==> src/rtl/uart_pkg.sv <==
// ---------------------------------------------------------------------------
// uart_pkg
// Shared definitions for the UART transmit and receive paths.
//   FRAME_W      : bits per serial frame (start + 7 data + 2 config + stop)
//   START_BIT    : line level of the start bit
//   STOP_BIT     : line level of stop bits and the idle line
//   LAST_BIT     : index of the final bit period in a frame
//   tx_state_e   : transmit engine state encoding
//   calc_parity  : parity over 7 or 8 data bits, even or odd sense
// ---------------------------------------------------------------------------
package uart_pkg;

  localparam int FRAME_W   = 11;
  localparam int BIT_CNT_W = 4;

  localparam logic START_BIT = 1'b0;
  localparam logic STOP_BIT  = 1'b1;

  localparam logic [BIT_CNT_W-1:0] LAST_BIT = 4'd10;

  typedef enum logic {
    IDLE  = 1'b0,
    SHIFT = 1'b1
  } tx_state_e;

  // Parity over D[7:0] (eight=1) or D[6:0] (eight=0).
  // odd=0 gives even parity (plain XOR), odd=1 inverts it.
  function automatic logic calc_parity(input logic [7:0] data,
                                       input logic       eight,
                                       input logic       odd);
    logic [7:0] bits;
    bits = eight ? data : {1'b0, data[6:0]};
    return (^bits) ^ odd;
  endfunction

endpackage

==> src/rtl/uart_tx_engine_frame_builder.sv <==
// ---------------------------------------------------------------------------
// tx_frame_builder
// Combinational construction of the 11-bit transmit frame, bit 0 sent first.
// Mirror image of the receive-side right-justification: data always starts
// at bit 1, and positions not used by the configured format become extra
// stop bits so every frame lasts 11 bit times.
// Ports:
//   data   in  8        byte to send
//   eight  in  1        1 = 8 data bits, 0 = 7 data bits
//   pen    in  1        parity enable
//   ohel   in  1        parity sense, 1 = odd, 0 = even
//   frame  out FRAME_W  frame image, frame[0] = start bit
// ---------------------------------------------------------------------------
module tx_frame_builder
  import uart_pkg::*;
(
  input  logic [7:0]         data,
  input  logic               eight,
  input  logic               pen,
  input  logic               ohel,
  output logic [FRAME_W-1:0] frame
);

  logic par;

  assign par = calc_parity(data, eight, ohel);

  assign frame[0] = START_BIT;

  // D[6:0] always lands in bits 7:1.
  genvar gi;
  generate
    for (gi = 1; gi <= 7; gi++) begin : g_data
      assign frame[gi] = data[gi-1];
    end
  endgenerate

  // Bit 8 carries D[7] in 8-bit mode, otherwise parity (if enabled) or stop.
  assign frame[8]  = eight ? data[7] : (pen ? par : STOP_BIT);
  // Bit 9 carries parity only when both the 8th data bit and parity are used.
  assign frame[9]  = (eight && pen) ? par : STOP_BIT;
  assign frame[10] = STOP_BIT;

endmodule

==> src/rtl/uart_tx_engine.sv <==
// ---------------------------------------------------------------------------
// uart_tx_engine
// Transmit half of the UART. Accepts a byte on a one-cycle LOAD strobe while
// TXRDY=1, latches the frame, configuration and bit time, then shifts the
// 11-bit frame out LSB-first, each bit held max(BAUD_K,1) clocks.
// Optional feature (macro UART_TX_BREAK_EN): adds the BREAK input. BREAK=1
// while idle drives the line low and holds TXRDY low; BREAK raised during a
// frame takes effect once the frame has completed.
// Ports:
//   CLK       in  1      system clock, rising edge
//   RESET_N   in  1      asynchronous active-low reset
//   LOAD      in  1      write strobe, accepted only while TXRDY=1
//   OUT_PORT  in  8      byte to transmit
//   EIGHT     in  1      1 = 8 data bits, 0 = 7 data bits
//   PEN       in  1      parity enable
//   OHEL      in  1      parity sense, 1 = odd, 0 = even
//   BAUD_K    in  CNT_W  clocks per bit, 0 treated as 1
//   BREAK     in  1      line break request (UART_TX_BREAK_EN only)
//   TX        out 1      serial line, idles high
//   TXRDY     out 1      idle and able to accept LOAD
// ---------------------------------------------------------------------------
module uart_tx_engine
  import uart_pkg::*;
#(
  parameter int CNT_W = 20
) (
  input  logic             CLK,
  input  logic             RESET_N,
  input  logic             LOAD,
  input  logic [7:0]       OUT_PORT,
  input  logic             EIGHT,
  input  logic             PEN,
  input  logic             OHEL,
  input  logic [CNT_W-1:0] BAUD_K,
`ifdef UART_TX_BREAK_EN
  input  logic             BREAK,
`endif
  output logic             TX,
  output logic             TXRDY
);

  localparam logic [CNT_W-1:0] CNT_ONE = {{(CNT_W-1){1'b0}}, 1'b1};

  tx_state_e              state_reg, state_next;
  logic [FRAME_W-1:0]     sr_reg, sr_next;
  logic [CNT_W-1:0]       baud_reg, baud_next;
  logic [CNT_W-1:0]       cnt_reg, cnt_next;
  logic [BIT_CNT_W-1:0]   bit_cnt_reg, bit_cnt_next;
  logic                   brk_reg, brk_next;
  logic                   tx_reg, tx_next;
  logic                   txrdy_reg, txrdy_next;

  logic [FRAME_W-1:0]     frame;
  logic [CNT_W-1:0]       baud_eff;
  logic                   break_req;
  logic                   load_accept;
  logic                   bit_end;

`ifdef UART_TX_BREAK_EN
  assign break_req = BREAK;
`else
  assign break_req = 1'b0;
`endif

  tx_frame_builder u_frame_builder (
    .data  (OUT_PORT),
    .eight (EIGHT),
    .pen   (PEN),
    .ohel  (OHEL),
    .frame (frame)
  );

  assign baud_eff = (BAUD_K == '0) ? CNT_ONE : BAUD_K;

  // A break request seen in the same cycle as LOAD wins; the byte is dropped.
  assign load_accept = LOAD && (state_reg == IDLE) && !brk_reg && !break_req;

  // baud_reg is never zero while shifting, so the subtraction cannot wrap.
  assign bit_end = (cnt_reg == (baud_reg - CNT_ONE));

  always_comb begin
    state_next   = state_reg;
    sr_next      = sr_reg;
    baud_next    = baud_reg;
    cnt_next     = cnt_reg;
    bit_cnt_next = bit_cnt_reg;
    brk_next     = brk_reg;

    case (state_reg)
      IDLE: begin
        // Break is only ever entered from idle, so a request raised during
        // a frame naturally waits here until the frame has gone out.
        brk_next = break_req;
        if (load_accept) begin
          state_next   = SHIFT;
          sr_next      = frame;
          baud_next    = baud_eff;
          cnt_next     = '0;
          bit_cnt_next = '0;
        end
      end

      SHIFT: begin
        brk_next = 1'b0;
        if (bit_end) begin
          cnt_next = '0;
          sr_next  = {STOP_BIT, sr_reg[FRAME_W-1:1]};
          if (bit_cnt_reg == LAST_BIT) begin
            state_next   = IDLE;
            bit_cnt_next = '0;
          end else begin
            bit_cnt_next = bit_cnt_reg + 4'd1;
          end
        end else begin
          cnt_next = cnt_reg + CNT_ONE;
        end
      end

      default: begin
        state_next = IDLE;
      end
    endcase

    // Outputs are registered from the next-state values so TX and TXRDY
    // come straight off flops and cannot glitch.
    if (brk_next) begin
      tx_next = 1'b0;
    end else if (state_next == SHIFT) begin
      tx_next = sr_next[0];
    end else begin
      tx_next = STOP_BIT;
    end
    txrdy_next = (state_next == IDLE) && !brk_next;
  end

  always_ff @(posedge CLK or negedge RESET_N) begin
    if (!RESET_N) begin
      state_reg   <= IDLE;
      sr_reg      <= '0;
      baud_reg    <= '0;
      cnt_reg     <= '0;
      bit_cnt_reg <= '0;
      brk_reg     <= 1'b0;
      tx_reg      <= STOP_BIT;
      txrdy_reg   <= 1'b1;
    end else begin
      state_reg   <= state_next;
      sr_reg      <= sr_next;
      baud_reg    <= baud_next;
      cnt_reg     <= cnt_next;
      bit_cnt_reg <= bit_cnt_next;
      brk_reg     <= brk_next;
      tx_reg      <= tx_next;
      txrdy_reg   <= txrdy_next;
    end
  end

  assign TX    = tx_reg;
  assign TXRDY = txrdy_reg;

endmodule

==> config.mk <==
export PLATFORM = sky130hd
export DESIGN_NAME = uart_tx_engine
export DESIGN_NICKNAME = d
export VERILOG_FILES = /design/src/rtl/uart_pkg.sv /design/src/rtl/uart_tx_engine_frame_builder.sv /design/src/rtl/uart_tx_engine.sv
export SDC_FILE = /design/constraint.sdc
export NUM_CORES = 1
export LEC_CHECK = 0
export BUFFER_PORTS_ARGS = -buffer_cell sky130_fd_sc_hd__buf_2
export CAP_MARGIN = 20
export CORE_MARGIN = 2
export CORE_UTILIZATION = 43
export DETAILED_ROUTE_END_ITERATION = 10
export GPL_TIMING_DRIVEN = 0
export PLACE_DENSITY = 0.61
export SKIP_CTS_REPAIR_TIMING = 1
export SLEW_MARGIN = 20
export SYNTH_ARGS = -nofsm -noshare
export SYNTH_HDL_FRONTEND = slang
export SYNTH_HIERARCHICAL = 1
export SYNTH_SLANG_ARGS = --single-unit
==> constraint.sdc <==
create_clock -name CLK -period 4.1 [get_ports CLK]
set_clock_uncertainty 0.15 [all_clocks]
set_input_delay 0.205 -clock CLK [delete_from_list [all_inputs] [get_ports CLK]]
set_output_delay 0.205 -clock CLK [all_outputs]
set_load 0.01 [all_outputs]
==> results_dict.tcl, run 1 <==
set metrics [dict create \
    gp_congestion 0.844 \
    slowest_delay_ns 0.59 \
    hold_start "BAUD_K[0]" \
    slew_viol_final 0 \
    cpMaxStageDelayCell "or4b_2" \
    power_frac_clock_pct 27.7 \
    cts_tree "built" \
    cap_violations 0 \
    vias_per_cell 5.57 \
    synth_flop_cell "dfrtp_1" \
    combPwrFrac_pct 26.4 \
    worst_pin_slew_ns 0.737 \
    ys_top_cells_by_area "dfrtp_1 37%, mux2_2 5.4%, xnor2_1 4.7%" \
    dr.first_iter.drc_count 162 \
    postSynthAreaPerCell_um2 9.53 \
    cts_root_buf "clkbuf_8" \
    cp-end-kind "flip-flop" \
    ios 36 \
    async_flop_share_pct 100 \
    postRouteAntennaNets 0 \
    yosysTopAreaCell "dfrtp_1" \
    r2r_cells 13 \
    cp.buffers_inverters 4 \
    startpoint_type "flip-flop" \
    seq_area_frac_synth_pct 38.7 \
    fmax_ghz 0.260 \
    layout_worst_path_cycle_share_pct 93.7 \
    synth_top_area_share_pct 37.3 \
    setup_violations 0 \
    rows 34 \
    die_w_um 97.4 \
    die_h_um 97.4 \
    p_leak_uw 0.00199 \
    synth-edff-count 0 \
    cts_made_buffers 9 \
    crit_top_cell "buf_2" \
    vias 3213 \
    routed_wl_mm 8.87 \
    hold_viol 0 \
    slew_headroom_pct 50.2 \
    clk_latency_ns 0.34 \
    status "completed" \
    fin_nets 502 \
    port_buffers 35 \
    grt_pass1_wl_mm 14.7 \
    ys_seq_elements 58 \
    post-dp-hpwl_mm 6.47 \
    p_seq_share_pct 45.9 \
    n_antenna_cell 0 \
    criticalPathCategory "reg -> reg" \
    arrival_ns 3.93 \
    die_area_um2 9500 \
    htreeDepth 3 \
    cts.sinks 58 \
    nFillCells 819 \
    hold_class "in -> reg" \
    crit_fanout 10 \
    wl_per_cell_um 15.4 \
    whs_path_depth 3 \
    path_clk_slew_ns 0.07 \
    drive_gt1_share_pct 21.5 \
    power.density_nw_per_um2 369 \
    ys_types 62 \
    setup_tns_ns 0 \
    post-route-drc-count 0 \
    required_ns 4.19 \
    regArea_um2 1450 \
    drt-pass1-iter-count 4 \
    cp.depth 13 \
    area_growth_pct 18.9 \
    grt_max_degree 59 \
    ir_worst_vdd_uv 144 \
    coreArea_um2 8590 \
    antenna_found_initial 0 \
    synthCells 394 \
    cts_buffer_depth 2 \
    initial_core_util_pct 43.7 \
    first_global_vias 3087 \
    finalPower_uw 1650 \
    crit_start "baud_reg[0]" \
    crit_path_cell_trace "inv_1 -> ha_1 -> buf_2 -> or4b_2 -> buf_2 -> nor4_1 -> xnor2_1 -> a21boi_0 -> nand4_2 -> o21ai_1 -> clkbuf_2 -> o21ai_0 -> a21o_1" \
    rr_startpoint "baud_reg[0]" \
    switching_share_pct 32.9 \
    min_period_ns 3.84 \
    syn_nets 432 \
    multiInputGateArea_um2 2100 \
    p_int_uw 1110 \
    net-switching-power_uw 542 \
    ys.warnings.count 6 \
    grt-ovfl-total 0 \
    crit_family "simple AND/OR/NAND/NOR gates" \
    gr-usage-all-layers_pct 19.0 \
    synth_area_um2 3750 \
    rsz0062_at_grt "false" \
]
cell type report:
class                           instances  share of cell area (%)
Tap cell                              108                    3.03
Buffer                                 30                    3.67
Clock inverter                          3                   0.336
Timing Repair Buffer                   59                    9.14
Sequential cell                        58                    32.6
Inverter                               10                   0.841
Multi-Input combinational cell        296                    47.1
Clock buffer                           13                    3.34
synthesized netlist by cell type, types with 2 or more instances:
library cell,number
nand2b_1,8
dfstp_2,2
a22oi_1,2
nor4b_1,5
nor2b_1,4
a31oi_1,2
dfrtp_1,56
o211ai_1,2
or2_2,4
inv_1,10
buf_1,3
buf_4,9
xnor2_1,20
mux2i_1,4
nor3_1,9
and3_1,13
and2_1,9
nor2_1,15
nand2_1,22
nand4_1,8
nand3b_1,4
buf_2,6
mux2_2,18
clkbuf_1,10
a221o_1,9
or4_1,3
conb_1,2
a211o_1,2
nand3_1,9
a21oi_1,5
or3_1,4
nor3b_1,11
nor4_1,11
ha_1,4
o21ai_0,32
a21boi_0,2
a21o_1,13
o2111ai_1,2
xor2_1,17
worst reg2reg max path, stage by stage, from the launching register on:
cell	delay (ns)
dfrtp_1	0.46
inv_1	0.11
ha_1	0.13
buf_2	0.21
or4b_2	0.60
buf_2	0.20
nor4_1	0.24
xnor2_1	0.19
a21boi_0	0.25
nand4_2	0.23
o21ai_1	0.37
clkbuf_2	0.28
o21ai_0	0.12
a21o_1	0.20
path summary, 6_finish.rpt:
path / slack, ns / to
min: 0.06 / baud_reg[0]
min in group asynchronous: 0.32 / cnt_reg[4]
max: 0.26 / cnt_reg[16]
max in group asynchronous: 2.99 / sr_reg[6]
min reg2reg: 0.36 / sr_reg[10]
max reg2reg: 0.26 / cnt_reg[16]
cell families (layout without fill, tap and decap cells):
kind of cell	Yosys count	count (layout)	share of synthesized area, %
buffers and inverters	40	115	5.33
multiplexers	22	22	6.46
AND/OR/NAND/NOR	146	146	23.1
XOR/XNOR	38	38	9.26
flip-flops	58	58	38.7
other	2	2	0.200
adder cells (fa/ha/maj)	4	4	1.33
AO/OA/AOI/OAI	84	84	15.6
metal layers:
metal	GRT usage (%)	vias to the layer above	routed length [um]
li1	-	1567	-
met1	25.2	1574	4180
met2	31.5	58	4220
met3	3.60	14	319
met4	5.66	0	148
met5	0	-	0
power by group through the flow:
stage	clock, uW	sequential, uW	combinational (uW)
final	456	756	435
after global routing	491	770	492
after CTS	470	757	422
after detailed placement	0	766	421
after global placement	0	764	408
after floorplan	0	733	326
through the flow:
step	area (um2)	setup WS [ns]	utilization, %	cells	hold slack, ns
6_report	4460	0.256	51.9	577	0.0572
5_1_grt	4460	0.0130	51.9	577	0.110
4_1_cts	4230	0.222	49.2	553	-0.189
3_5_place_dp	4070	0.214	47.3	537	0.181
3_3_place_gp	4070	0.267	47.3	537	0.283
2_1_floorplan	3750	0.734	-	394	-0.241
cells in the final DEF, fill, tap and decap left out, types with 3 or more instances in the layout:
master / instances
nor4b_1: 5
a21o_1: 13
ha_1: 4
dlygate4sd3_1: 20
nand3b_1: 4
xnor2_1: 20
or4_1: 3
nand3_1: 9
a21oi_1: 5
nor4_1: 11
clkbuf_8: 10
dfrtp_1: 56
mux2i_1: 4
clkinv_2: 3
xor2_1: 17
nand4_1: 8
and2_1: 9
nand2_1: 22
and3_1: 13
a221o_1: 9
inv_1: 10
nor3_1: 9
or2_2: 4
o21ai_0: 32
buf_4: 14
mux2_2: 18
clkbuf_1: 12
or3_1: 4
nor2b_1: 4
buf_1: 3
nor3b_1: 11
buf_2: 40
nor2_1: 15
nand2b_1: 8
Power figures use the tool's default switching activity.
==> inputs of run 2 (changes only) <==
--- a/config.mk
+++ b/config.mk
@@ -9,6 +9,7 @@
 export CAP_MARGIN = 20
 export CORE_MARGIN = 2
 export CORE_UTILIZATION = 43
+export CTS_BUF_LIST = sky130_fd_sc_hd__clkbuf_4 sky130_fd_sc_hd__clkbuf_8
 export DETAILED_ROUTE_END_ITERATION = 10
 export GPL_TIMING_DRIVEN = 0
 export PLACE_DENSITY = 0.61
==> run 2 against run 1 <==
Effect of this change: setup slack improved by 0.0066 ns; fmax grew 0.17%; highest routed layer unchanged; wire length grew 0.19%; largest power group unchanged; combinational power about the same; largest cell class unchanged; critical path type unchanged; clock power up 4.4%; global-route usage is essentially flat; cell count unchanged; via count down 0.75%.
==> results_dict.tcl, run 2 (synthesis results as in run 1) <==
set metrics [dict create \
    cts_root_buf "clkbuf_8" \
    crit_fanout 10 \
    drt-pass1-iter-count 4 \
    port_buffers 35 \
    path_clk_slew_ns 0.06 \
    vias_per_cell 5.53 \
    post-route-drc-count 0 \
    vias 3189 \
    post-dp-hpwl_mm 6.47 \
    r2r_slack_ns 0.26 \
    crit_start "baud_reg[0]" \
    hold_viol 0 \
    instances_no_fill 577 \
    mostFrequentLayoutCells "56 x dfrtp_1, 40 x buf_2, 32 x o21ai_0" \
    routed_wl_mm 8.89 \
    postRouteAntennaNets 0 \
    grt-ovfl-total 0 \
    placed_cell_area_um2 4070 \
    net-switching-power_uw 543 \
    fmax_ghz 0.261 \
    r2r-end "cnt_reg[9]" \
    rows 34 \
    setup_tns_ns 0 \
    arrival_ns 3.92 \
    drive_gt1_share_pct 22.2 \
    status "completed" \
    p_int_uw 1130 \
    wl_per_cell_um 15.4 \
    cts_made_buffers 9 \
    power_frac_clock_pct 28.6 \
    rsz0062_at_grt "false" \
    nFillCells 813 \
    p_seq_share_pct 45.3 \
    cts_tree "built" \
    r2r_cells 13 \
    slew_headroom_pct 50.4 \
    startpoint_type "flip-flop" \
    criticalPathCategory "reg -> reg" \
    crit_path_end "cnt_reg[9]" \
    cap_violations 0 \
    cts_buffer_depth 2 \
    first_global_vias 3083 \
    grt_pass1_wl_mm 14.7 \
    final_common_cell "dfrtp_1" \
    coreArea_um2 8590 \
    power.density_nw_per_um2 373 \
    p_leak_uw 0.00200 \
    dr.first_iter.drc_count 156 \
    layout_worst_path_cycle_share_pct 93.6 \
    ir_worst_vdd_uv 143 \
    cp-end-kind "flip-flop" \
    dp.cells 537 \
    ios 36 \
    slew_viol_final 0 \
    die_h_um 97.4 \
    htreeDepth 3 \
    antenna_found_initial 0 \
    multiInputGateArea_um2 2100 \
    worst_pin_slew_ns 0.734 \
    die_w_um 97.4 \
    n_antenna_cell 0 \
    regArea_um2 1450 \
    min_period_ns 3.84 \
    fin_nets 502 \
    hold_class "in -> reg" \
    switching_share_pct 32.5 \
    combPwrFrac_pct 26.1 \
    gp_congestion 0.844 \
    setup_violations 0 \
    clk_latency_ns 0.34 \
    grt_max_degree 59 \
    cts.sinks 58 \
    initial_core_util_pct 43.7 \
    die_area_um2 9500 \
    required_ns 4.18 \
    final_cell_area_um2 4470 \
    area_growth_pct 19.2 \
    rr_startpoint "baud_reg[0]" \
    gr-usage-all-layers_pct 19.0 \
]
run 2: layer usage:
metal / track usage [%] / up-vias / routed length, um / part of all wire (%)
met3: 3.60 / 14 / 335 / 3.8
li1: - / 1566 / - / -
met4: 5.66 / 0 / 148 / 1.7
met1: 25.1 / 1548 / 4150 / 47
met5: 0 / - / 0 / 0
met2: 31.6 / 61 / 4250 / 48
run 2: power by group through the flow:
stage / clock network (uW) / registers (uW) / logic [uW]
6_report: 476 / 756 / 436
5_1_grt: 511 / 770 / 492
4_1_cts: 489 / 757 / 422
2_1_floorplan: 0 / 733 / 326
3_3_place_gp: 0 / 764 / 408
3_5_place_dp: 0 / 766 / 421
run 2: layout make-up:
class | count | share of cell area, %
well taps | 108 | 3.02
flip-flops and latches | 58 | 32.5
repair buffers | 59 | 9.12
multi-input cells | 296 | 47.0
inverters | 10 | 0.839
clock buffers | 13 | 3.58
plain buffers | 30 | 3.66
clock inverters | 3 | 0.336
run 2: worst min-delay path by stage:
stage                           from  cells past startpoint           end  slack, ns
after floorplan              RESET_N                      0   baud_reg[0]      -0.24
after global placement    BAUD_K[12]                      3  baud_reg[12]       0.28
after detailed placement     RESET_N                      1    cnt_reg[2]       0.18
after CTS                    RESET_N                      1    cnt_reg[2]      -0.19
after global routing       BAUD_K[0]                      3   baud_reg[0]       0.11
final                      BAUD_K[0]                      3   baud_reg[0]       0.06
run 2: critical path: stages (launching register included):
cell	delay, ns
dfrtp_1	0.46
inv_1	0.11
ha_1	0.13
buf_2	0.21
or4b_2	0.59
buf_2	0.20
nor4_1	0.24
xnor2_1	0.19
a21boi_0	0.25
nand4_2	0.23
o21ai_1	0.37
clkbuf_2	0.28
o21ai_0	0.12
a21o_1	0.20
run 2: per-stage QoR:
stage | worst slack, ns | power [uW] | hold WS (ns) | util [%]
6_report | 0.263 | 1670 | 0.0599 | 52.1
5_1_grt | 0.0130 | 1770 | 0.110 | 52.1
4_1_cts | 0.222 | 1670 | -0.186 | 49.4
3_5_place_dp | 0.214 | 1190 | 0.181 | 47.3
3_3_place_gp | 0.267 | 1170 | 0.283 | 47.3
2_1_floorplan | 0.734 | 1060 | -0.241 | -
==> inputs of run 3 (changes only) <==
--- a/config.mk
+++ b/config.mk
@@ -10,9 +10,11 @@
 export CORE_MARGIN = 2
 export CORE_UTILIZATION = 43
 export CTS_BUF_LIST = sky130_fd_sc_hd__clkbuf_4 sky130_fd_sc_hd__clkbuf_8
+export CTS_CLUSTER_DIAMETER = 60
 export DETAILED_ROUTE_END_ITERATION = 10
 export GPL_TIMING_DRIVEN = 0
 export PLACE_DENSITY = 0.61
+export RECOVER_POWER = 100
 export SKIP_CTS_REPAIR_TIMING = 1
 export SLEW_MARGIN = 20
 export SYNTH_ARGS = -nofsm -noshare
==> run 3 against run 2 <==
Effect of this change: wire length is 0.11% lower; clock power hardly changed; non-clock buffer count stayed put; design area is 0.25% lower; register-to-register slack hardly changed; sequential share of layout area is 0.082 points higher; critical path type unchanged; largest power group unchanged.
==> results_dict.tcl, run 3 (synthesis results as in run 1) <==
set metrics [dict create \
    min_period_ns 3.84 \
    p_leak_uw 0.00199 \
    cts_buffer_depth 2 \
    r2r_slack_ns 0.26 \
    post-dp-hpwl_mm 6.47 \
    clk_latency_ns 0.34 \
    ios 36 \
    final_common_cell "dfrtp_1" \
    drt-pass1-iter-count 4 \
    cp-end-kind "flip-flop" \
    die_area_um2 9500 \
    arrival_ns 3.92 \
    gp_congestion 0.844 \
    die_h_um 97.4 \
    hold_start "BAUD_K[0]" \
    antenna_found_initial 0 \
    nFillCells 816 \
    crit_fanout 10 \
    rsz0062_at_grt "false" \
    power.density_nw_per_um2 374 \
    vias 3193 \
    htreeDepth 3 \
    rows 34 \
    postRouteAntennaNets 0 \
    grt-ovfl-total 0 \
    area_growth_pct 18.9 \
    cts_made_buffers 9 \
    busiest_layer "met2" \
    n_antenna_cell 0 \
    grtUsageMet1_pct 25.1 \
    status "completed" \
    whs_path_depth 3 \
    vias_per_cell 5.53 \
    mostFrequentLayoutCells "56 x dfrtp_1, 38 x buf_2, 32 x o21ai_0" \
    hold_viol 0 \
    cts_root_buf "clkbuf_8" \
    slew_viol_final 0 \
    fmax_ghz 0.261 \
    r2r-end "cnt_reg[16]" \
    cts_tree "built" \
    hold_class "in -> reg" \
    coreArea_um2 8590 \
    gr-usage-all-layers_pct 19.0 \
    holdWs_ns 0.0597 \
    grt_pass1_wl_mm 14.7 \
    grt_max_degree 59 \
    r2r_cells 13 \
    grtUsageMet2_pct 31.6 \
    criticalPathCategory "reg -> reg" \
    required_ns 4.18 \
    first_global_vias 3083 \
    layout_worst_path_cycle_share_pct 93.6 \
    port_buffers 35 \
    setup_violations 0 \
    rr_startpoint "baud_reg[0]" \
    placed_cell_area_um2 4070 \
    startpoint_type "flip-flop" \
    post-route-drc-count 0 \
    ir_worst_vdd_uv 143 \
    cts.sinks 58 \
    final_cell_area_um2 4460 \
    finalPower_uw 1670 \
    worst_pin_slew_ns 1.46 \
    routed_wl_mm 8.88 \
    die_w_um 97.4 \
    cap_violations 0 \
    wl_per_cell_um 15.4 \
    initial_core_util_pct 43.7 \
    drive_gt1_share_pct 21.7 \
    worstHoldEndpoint "baud_reg[0]" \
    fin_nets 502 \
    setup_tns_ns 0 \
    dr.first_iter.drc_count 157 \
    path_clk_slew_ns 0.07 \
    slew_headroom_pct 2.44 \
    met3_usage_pct 3.60 \
]
run 3: through the flow:
stage	utilization (%)	instances	worst slack, ns
finish	51.9	577	0.264
global route	51.9	577	0.0130
CTS	49.4	553	0.222
detailed placement	47.3	537	0.214
global placement	47.3	537	0.267
floorplan	-	394	0.734
run 3: area by class of cell:
cell class                 instances  area, um2  share of cell area [%]
clock inverter                     3       15.0                   0.336
multi-input combinational        296       2100                    47.1
inverter                          10       37.5                   0.841
sequential                        58       1450                    32.6
clock buffer                      13        160                    3.59
timing repair buffer              59        403                    9.03
buffer                            30        158                    3.53
tap                              108        135                    3.03
run 3: how the worst max path moves through the flow:
stage	from	depth (start not counted)	slack, ns	to
after floorplan	baud_reg[0]	13	0.73	sr_reg[3]
after global placement	baud_reg[0]	13	0.27	cnt_reg[17]
after detailed placement	baud_reg[0]	13	0.21	cnt_reg[17]
after CTS	baud_reg[0]	13	0.22	sr_reg[8]
after global routing	baud_reg[0]	13	0.01	cnt_reg[10]
final	baud_reg[0]	13	0.26	cnt_reg[16]
run 3: metal layers:
metal	vias to the layer above	wire length (um)
li1	1566	-
met1	1552	4140
met2	61	4250
met3	14	335
met4	0	148
met5	-	0
run 3: power breakdown:
group / internal (uW) / switching [uW] / total (uW) / leakage (uW)
sequential: 654 / 102 / 756 / 0.000718
combinational: 217 / 217 / 435 / 0.00118
clock: 253 / 223 / 476 / 0.0000974
run 3: critical path, cell delays in order, from the launching register on:
cell and delay (ns):
dfrtp_1 0.46, inv_1 0.11, ha_1 0.13, buf_2 0.21, or4b_2 0.59, buf_2 0.20, nor4_1 0.24, xnor2_1 0.19
a21boi_0 0.25, nand4_2 0.23, o21ai_1 0.37, clkbuf_2 0.28, o21ai_0 0.12, a21o_1 0.20
